File: src/rtl/slice_sequencer.sv
// Bit-serial (sliced) RV32I instruction sequencer: steps a datapath through
// NUM_SLICES execution cycles, optional memory handshake and a write-back pass.
module slice_sequencer #(
  parameter  int XLEN       = 32,
  parameter  int SLICE_W    = 16,
  localparam int NUM_SLICES = XLEN / SLICE_W,
  localparam int IDX_W      = (NUM_SLICES > 1) ? $clog2(NUM_SLICES) : 1
) (
  input  logic             clk,
  input  logic             rst,
  input  logic             inst_valid_i,
  output logic             inst_ready_o,
  input  logic [6:0]       opcode_i,
  input  logic [2:0]       funct3_i,
  input  logic [6:0]       funct7_i,
  output logic             dmem_req_o,
  output logic             dmem_we_o,
  input  logic             dmem_ack_i,
  output logic [IDX_W-1:0] slice_idx_o,
  output logic             slice_first_o,
  output logic             slice_last_o,
  output logic             slice_dir_o,
  output logic             alu_en_o,
  output logic             rf_write_o,
  output logic             cmp_req_o,
  output logic             illegal_o,
  output logic             done_o
);

  if ((XLEN % SLICE_W) != 0 || SLICE_W > XLEN) begin : g_param_check
    $error("slice_sequencer: SLICE_W must divide XLEN and not exceed it");
  end

  localparam logic [6:0] OPC_LUI    = 7'b0110111;
  localparam logic [6:0] OPC_AUIPC  = 7'b0010111;
  localparam logic [6:0] OPC_JAL    = 7'b1101111;
  localparam logic [6:0] OPC_JALR   = 7'b1100111;
  localparam logic [6:0] OPC_BRANCH = 7'b1100011;
  localparam logic [6:0] OPC_LOAD   = 7'b0000011;
  localparam logic [6:0] OPC_STORE  = 7'b0100011;
  localparam logic [6:0] OPC_OP_IMM = 7'b0010011;
  localparam logic [6:0] OPC_OP     = 7'b0110011;

  localparam logic [IDX_W-1:0] LAST_CNT = IDX_W'(NUM_SLICES - 1);

  typedef enum logic [2:0] {
    S_IDLE,
    S_EXEC,
    S_MEM,
    S_WB,
    S_DONE,
    S_ILL
  } state_t;

  state_t           r_state;
  state_t           w_state_nxt;
  logic [IDX_W-1:0] r_cnt;
  logic [IDX_W-1:0] w_cnt_nxt;
  logic [IDX_W-1:0] w_idx_nxt;
  logic [6:0]       r_opcode;
  logic [2:0]       r_funct3;
  logic [6:0]       r_funct7;

  logic       w_accept;
  logic [6:0] w_op;
  logic [2:0] w_f3;
  logic [6:0] w_f7;
  logic       w_is_op, w_is_opimm, w_is_branch, w_is_load, w_is_store;
  logic       w_legal, w_is_slt, w_is_shr, w_dir, w_rf_exec;
  logic       w_cnt_last, w_in_pass;

  // Decode looks at the live inputs on the accept edge so the registered
  // strobes of the first EXEC cycle already reflect the new instruction.
  assign w_accept = inst_valid_i && (r_state == S_IDLE);
  assign w_op     = w_accept ? opcode_i : r_opcode;
  assign w_f3     = w_accept ? funct3_i : r_funct3;
  assign w_f7     = w_accept ? funct7_i : r_funct7;

  assign w_is_op     = (w_op == OPC_OP);
  assign w_is_opimm  = (w_op == OPC_OP_IMM);
  assign w_is_branch = (w_op == OPC_BRANCH);
  assign w_is_load   = (w_op == OPC_LOAD);
  assign w_is_store  = (w_op == OPC_STORE);
  assign w_legal     = w_is_op || w_is_opimm || w_is_branch || w_is_load || w_is_store ||
                       (w_op == OPC_LUI) || (w_op == OPC_AUIPC) ||
                       (w_op == OPC_JAL) || (w_op == OPC_JALR);
  assign w_is_slt    = (w_is_op || w_is_opimm) && (w_f3 == 3'b010 || w_f3 == 3'b011);
  assign w_is_shr    = (w_is_op || w_is_opimm) && (w_f3 == 3'b101) &&
                       ((w_f7 & 7'b1011111) == 7'b0000000);
  assign w_dir       = w_is_slt || w_is_shr || (w_is_branch && w_f3[2]);
  assign w_rf_exec   = ((w_op == OPC_LUI) || (w_op == OPC_AUIPC) || (w_op == OPC_JAL) ||
                        (w_op == OPC_JALR) || w_is_op || w_is_opimm) && !w_is_slt;

  assign w_cnt_last = (r_cnt == LAST_CNT);

  always_comb begin
    // NOTE: defaults first so every path assigns every signal; a missing
    // branch would otherwise infer a latch.
    w_state_nxt = r_state;
    w_cnt_nxt   = '0;
    unique case (r_state)
      S_IDLE: if (w_accept) w_state_nxt = w_legal ? S_EXEC : S_ILL;
      S_EXEC: begin
        if (!w_cnt_last)                   w_cnt_nxt   = r_cnt + IDX_W'(1);
        else if (w_is_load || w_is_store)  w_state_nxt = S_MEM;
        else if (w_is_slt)                 w_state_nxt = S_WB;
        else                               w_state_nxt = S_DONE;
      end
      S_MEM:  if (dmem_ack_i) w_state_nxt = w_is_load ? S_WB : S_DONE;
      S_WB: begin
        if (!w_cnt_last) w_cnt_nxt   = r_cnt + IDX_W'(1);
        else             w_state_nxt = S_DONE;
      end
      S_DONE:  w_state_nxt = S_IDLE;
      S_ILL:   w_state_nxt = S_IDLE;
      default: w_state_nxt = S_IDLE;
    endcase
  end

  assign w_in_pass = (w_state_nxt == S_EXEC) || (w_state_nxt == S_WB);
  assign w_idx_nxt = ((w_state_nxt == S_EXEC) && w_dir) ? (LAST_CNT - w_cnt_nxt) : w_cnt_nxt;

  // NOTE: state and outputs use non-blocking assignments so every register
  // samples pre-edge values regardless of statement order.
  always_ff @(posedge clk) begin
    if (rst) begin
      r_state       <= S_IDLE;
      r_cnt         <= '0;
      r_opcode      <= '0;
      r_funct3      <= '0;
      r_funct7      <= '0;
      dmem_req_o    <= 1'b0;
      dmem_we_o     <= 1'b0;
      slice_idx_o   <= '0;
      slice_first_o <= 1'b0;
      slice_last_o  <= 1'b0;
      slice_dir_o   <= 1'b0;
      alu_en_o      <= 1'b0;
      rf_write_o    <= 1'b0;
      cmp_req_o     <= 1'b0;
      illegal_o     <= 1'b0;
      done_o        <= 1'b0;
    end else begin
      r_state <= w_state_nxt;
      r_cnt   <= w_cnt_nxt;
      if (w_accept) begin
        r_opcode <= opcode_i;
        r_funct3 <= funct3_i;
        r_funct7 <= funct7_i;
      end
      dmem_req_o    <= (w_state_nxt == S_MEM);
      dmem_we_o     <= (w_state_nxt == S_MEM) && w_is_store;
      slice_idx_o   <= w_idx_nxt;
      slice_first_o <= w_in_pass && (w_cnt_nxt == '0);
      slice_last_o  <= w_in_pass && (w_cnt_nxt == LAST_CNT);
      slice_dir_o   <= w_dir && (w_state_nxt inside {S_EXEC, S_MEM, S_WB, S_DONE});
      alu_en_o      <= (w_state_nxt == S_EXEC);
      rf_write_o    <= ((w_state_nxt == S_EXEC) && w_rf_exec) || (w_state_nxt == S_WB);
      cmp_req_o     <= (w_state_nxt == S_EXEC) && w_is_branch && (w_cnt_nxt == LAST_CNT);
      illegal_o     <= (w_state_nxt == S_ILL);
      done_o        <= (w_state_nxt == S_DONE);
    end
  end

  // Ready follows the state register but drops immediately while reset is held.
  assign inst_ready_o = (r_state == S_IDLE) && !rst;

endmodule

File: config.mk
export PLATFORM = sky130hd
export DESIGN_NAME = slice_sequencer
export DESIGN_NICKNAME = d
export VERILOG_FILES = /design/src/rtl/slice_sequencer.sv
export SDC_FILE = /design/constraint.sdc
export NUM_CORES = 1
export LEC_CHECK = 0
export ABC_CLOCK_PERIOD_IN_PS = 4700
export CAP_MARGIN = 20
export CORE_MARGIN = 1
export CORE_UTILIZATION = 40
export CTS_CLUSTER_DIAMETER = 40
export DETAILED_ROUTE_END_ITERATION = 7
export GPL_TIMING_DRIVEN = 0
export MAX_ROUTING_LAYER = met4
export PLACE_DENSITY = 0.68
export SYNTH_ARGS = -nofsm -noshare
export SYNTH_HDL_FRONTEND = slang
export SYNTH_SLANG_ARGS = --single-unit
File: constraint.sdc
create_clock -name clk -period 4.7 [get_ports clk]
set_input_delay 1.41 -clock clk [delete_from_list [all_inputs] [get_ports clk]]
set_output_delay 1.41 -clock clk [all_outputs]
set_load 0.1 [all_outputs]
Word-level counts from Yosys, hierarchy flattened
Cells that the tools add are included.
Widths: inputs -> output; s select.
Cells by class
  div/mod/pow operators: 0
  mux-type cells: 15
  order comparisons: 0
  bitwise gates (word level): 1
  shift operators: 0
  eq/ne operators: 20
  multiply operators: 0
  reduce and logical (&&, ||, !) cells: 40
  add/subtract/negate cells: 2
Operator list (number)
  $mux 3: 9
  $eq 7x6->1 const B: 3
  $eq 7x7->1 const B: 3
  $logic_or 1x1->1: 19
  $eq 3x2->1 const B: 6
  $logic_and 1x1->1: 15
  $eq 7x5->1 const B: 2
  $mux 7: 2
  $pmux 3 s4: 1
  $eq 3x3->1 const B: 3
  $eq 7x2->1 const B: 1
  $logic_not 7->1: 1
  $eq 3x1->1 const B: 2
  $reduce_bool 4->1: 1
  $logic_not 3->1: 1
  $mux 1: 3
  $logic_not 1->1: 2
  $reduce_or 2->1: 1
  $add 1x1->1 const B: 1
  $not 1->1: 1
  $sub 1x1->1 const A: 1
Storage, ports and cells
  output and inout port bits: 12
  register bits: 32
  memory bits (read-only): 0
  bits in writable memories: 0
  input bits: 21
  memories: 0
  word-level logic and storage cells: 95
  bits in latches: 0

Longest topological paths before layout
  word-level depth: 18
  gate-level depth with buffers: 8
  gate-level depth less buffers: 5

Worst setup path after synthesis
No wires, ideal clock.
  path kind: input -> output
  start: in rst
  end: out inst_ready_o
  data required time: 3290 ps
  stages: 2
  arrival: 4421 ps
  setup slack: -1131 ps
  buffers on the path: 1
  path through: clkbuf_1 > nor4_1
Between the ends
  word-level cells in the longest chain between the ends: 2
RTL lines
  from (decl): line 10  | input logic rst,
  $logic_not 1->1: line 166  | assign inst_ready_o = (r_state == S_IDLE) && !rst;
  $logic_and 1x1->1: line 166
  to (decl): line 12  | output logic inst_ready_o,
No other way between the ends.

Worst setup path in the final report
Ends and elaborated chain as after synthesis.

==> flow_metrics.env <==
export IMPL_outcome="finished, final reports clean"
export IMPL_p_per_area_mw_per_mm2=321
export IMPL_ant_nets=0
export IMPL_cts_buffers=5
export IMPL_critPathBufInv=3
export IMPL_seq_area_frac_synth_pct=39.5
export IMPL_finalNetCount=244
export IMPL_h_tree_depth=2
export IMPL_ys_ff_latch=31
export IMPL_slew_headroom_pct=34.3
export IMPL_grt_start_max_net_pins=11
export IMPL_dpl_hpwl_microns=2860
export IMPL_drc=0
export IMPL_antenna_cells=0
export IMPL_grt_overflow_total=0
export IMPL_first_pass_iters=4
export IMPL_place_inst=264
export IMPL_crit_chain="clkdlybuf4s50_1 -> clkbuf_1 -> nor4_2 -> clkdlybuf4s15_2"
export IMPL_core_area_sq_mm=0.00372
export IMPL_drt_initial_drc_count=101
export IMPL_post_synth_instance_area_sq_mm=0.00157
export IMPL_grt_antenna_before_repair=0
export IMPL_routed_via_density=5.31
export IMPL_rsz0062_at_grt="false"
export IMPL_track_usage_pct=22.2
export IMPL_hold_path_class="reg2reg"
export IMPL_ys_warnings_count=0
export IMPL_worstSetupEndpointType="output pin"
export IMPL_fin_cells=271
export IMPL_dieHeight_microns=64.7
export IMPL_fmax_ghz=0.225
export IMPL_setup_viol=0
export IMPL_finalMaxSlewViolations=0
export IMPL_path_class="in2out"
export IMPL_period_share_pct=94.6
export IMPL_min_period_ns=4.45
export IMPL_syn_nets=207
export IMPL_clk_pin_slew_worst_paths_ns=0.06
export IMPL_clk_latency_ns=0.28
export IMPL_pin_count=33
export IMPL_num_vias=1440
export IMPL_ys_flop_type="dfxtp_1"
export IMPL_fin_area_sq_mm=0.00203
export IMPL_critPathMaxFanout=10
export IMPL_hold_buffers=0
export IMPL_skew_ns=0.00485
export IMPL_syn_avg_cell_area_sq_um=8.44
export IMPL_synthCells=186
export IMPL_synthArstFlopShare_pct=0
export IMPL_synth_top_cell_by_area="dfxtp_1"
export IMPL_hold_viol_final=0
export IMPL_tightest_slew_ns=0.972
export IMPL_portBuffers=30
export IMPL_totalWireLength_microns=3870
export IMPL_path_delay_family="buffers and inverters"
export IMPL_die_area_sq_mm=0.00418
export IMPL_clock_sinks=31
export IMPL_place_area_sq_mm=0.00194
export IMPL_grt_first_pass_wirelength_microns=6700
export IMPL_cts_tree="done"
export IMPL_cp_required_ns=3.29
export IMPL_cpPeakStageDelay_ns=0.58
export IMPL_wire_per_inst_microns=14.3
export IMPL_die_x_microns=64.7
export IMPL_cpMaxStageDelayCell="clkdlybuf4s15_2"
export IMPL_critPathLaunchType="input pin"
export IMPL_clock_path_buffers=2
export IMPL_rows=22
export IMPL_tns_ns=0
export IMPL_power_leakage_nw=0.745
export IMPL_initial_utilization_pct=42.3
export IMPL_gp_congestion=0.835
export IMPL_drive_above_1_share_pct=8.07
export IMPL_post_cts_buffers=0
export IMPL_whs_ns=0.459
export IMPL_synth_distinct_cells=41
export IMPL_ir_drop_mv=0.185
export IMPL_root_buffer="clkbuf_8"
export IMPL_synthTopCellsByArea="dfxtp_1, nand2_1, a21oi_1, nor2_1, mux2i_1"
export IMPL_cp_arrival_ns=3.04
export IMPL_synth_edf_count=0
export IMPL_areaGrowthSynthToFinish_pct=29.0
export IMPL_cap_violations=0
export IMPL_synth_top_area_share_pct=39.5
export IMPL_grt_pass1_vias=1378
path summary, 6_finish.rpt:
check | start | cells past startpoint | end | slack, ns
hold / removal | r_funct7[4]$_SDFF_PP0_ | 2 | r_funct7[4]$_SDFF_PP0_ | 0.46
setup / recovery | rst | 4 | inst_ready_o | 0.25
hold reg to reg | r_funct7[4]$_SDFF_PP0_ | 2 | r_funct7[4]$_SDFF_PP0_ | 0.46
setup reg to reg | r_opcode[0]$_SDFF_PP0_ | 5 | slice_idx_o$_SDFF_PP0_ | 2.12
per-stage QoR:
stage / utilization [%] / setup slack, ns / power (mW)
2_1_floorplan: - / 0.0501 / 0.399
3_3_place_gp: 52.1 / -0.342 / 0.445
3_5_place_dp: 52.1 / -0.328 / 0.446
4_1_cts: 54.5 / 0.240 / 0.655
5_1_grt: 54.5 / 0.137 / 0.685
6_report: 54.5 / 0.253 / 0.651
state kept, by name, indices dropped and copies added (netlist names):
signal and count:
r_opcode 7, r_funct3 3, slice_first_o 1, cmp_req_o 1
slice_dir_o 1, illegal_o 1, alu_en_o 1, rf_write_o 1
slice_idx_o 1, r_funct7 6, slice_last_o 1, dmem_req_o 1
r_cnt 1, done_o 1, r_state 3, dmem_we_o 1
kinds of logic after synthesis:
kind of cell / after synthesis / share of synthesized area, %
buffers and inverters: 17 / 5.66
DFF: 31 / 39.5
muxes: 5 / 3.27
and+or+nand+nor: 91 / 31.8
AOI/OAI and AO/OA: 42 / 19.8
what timing repair did:
action	4_1_cts	5_1_grt
setup endpoints to repair	1	0
endpoints found under the hold margin	0	0
gates resized for setup	4	0
synthesized netlist by cell type, drive strengths merged, types with 2 or more instances:
cell    count
buf         6
mux2i       4
nand4       5
o2111a      3
and3b       2
nand2      34
nor2b       6
dfxtp      31
nor2       13
nor4        4
nor3        5
a22oi       4
a21oi      19
o21ai       3
clkbuf      6
nand2b      3
nor4b       4
nor3b       2
inv         5
nand3       5
a21o        2
nor4bb      4
power by group:
| part | switching [mW] | leakage, nW | internal, mW | total (mW) |
|---|---|---|---|---|
| clock network | 0.0947 | 0.0470 | 0.115 | 0.209 |
| logic | 0.0983 | 0.445 | 0.0554 | 0.154 |
| registers | 0.00876 | 0.253 | 0.279 | 0.288 |
worst min-delay path: stages (launching register included):
cell     delay [ns]
dfxtp_1        0.31
nand2_1        0.05
a21oi_1        0.05
layout make-up:
cell class	count	area, sq um
clock inverter	1	5.00
sequential	31	621
timing repair buffer	30	302
multi-input combinational	138	867
fill	361	1690
tap	48	60.1
buffer	12	70.1
clock buffer	6	82.6
inverter	5	18.8
placed cells by master, fill, tap and decap left out, types with 5 or more instances in the layout:
cell	netlist	routed
a21oi_1	19	19
clkbuf_1	6	6
clkbuf_8	0	6
clkdlybuf4s50_1	0	29
dfxtp_1	31	31
inv_1	5	5
nand2_1	34	34
nand3_1	5	5
nand4_1	5	5
nor2_1	13	13
nor2b_1	6	6
nor3_1	5	5
per-layer routing:
metal | GRT usage (%) | wire [microns] | vias up
met5 | - | 0 | -
met4 | 11.1 | 88 | 0
met3 | 6.34 | 132 | 8
met2 | 32.4 | 1720 | 30
met1 | 28.0 | 1930 | 654
li1 | - | - | 748
No activity file was read; power rests on OpenSTA's default activity.
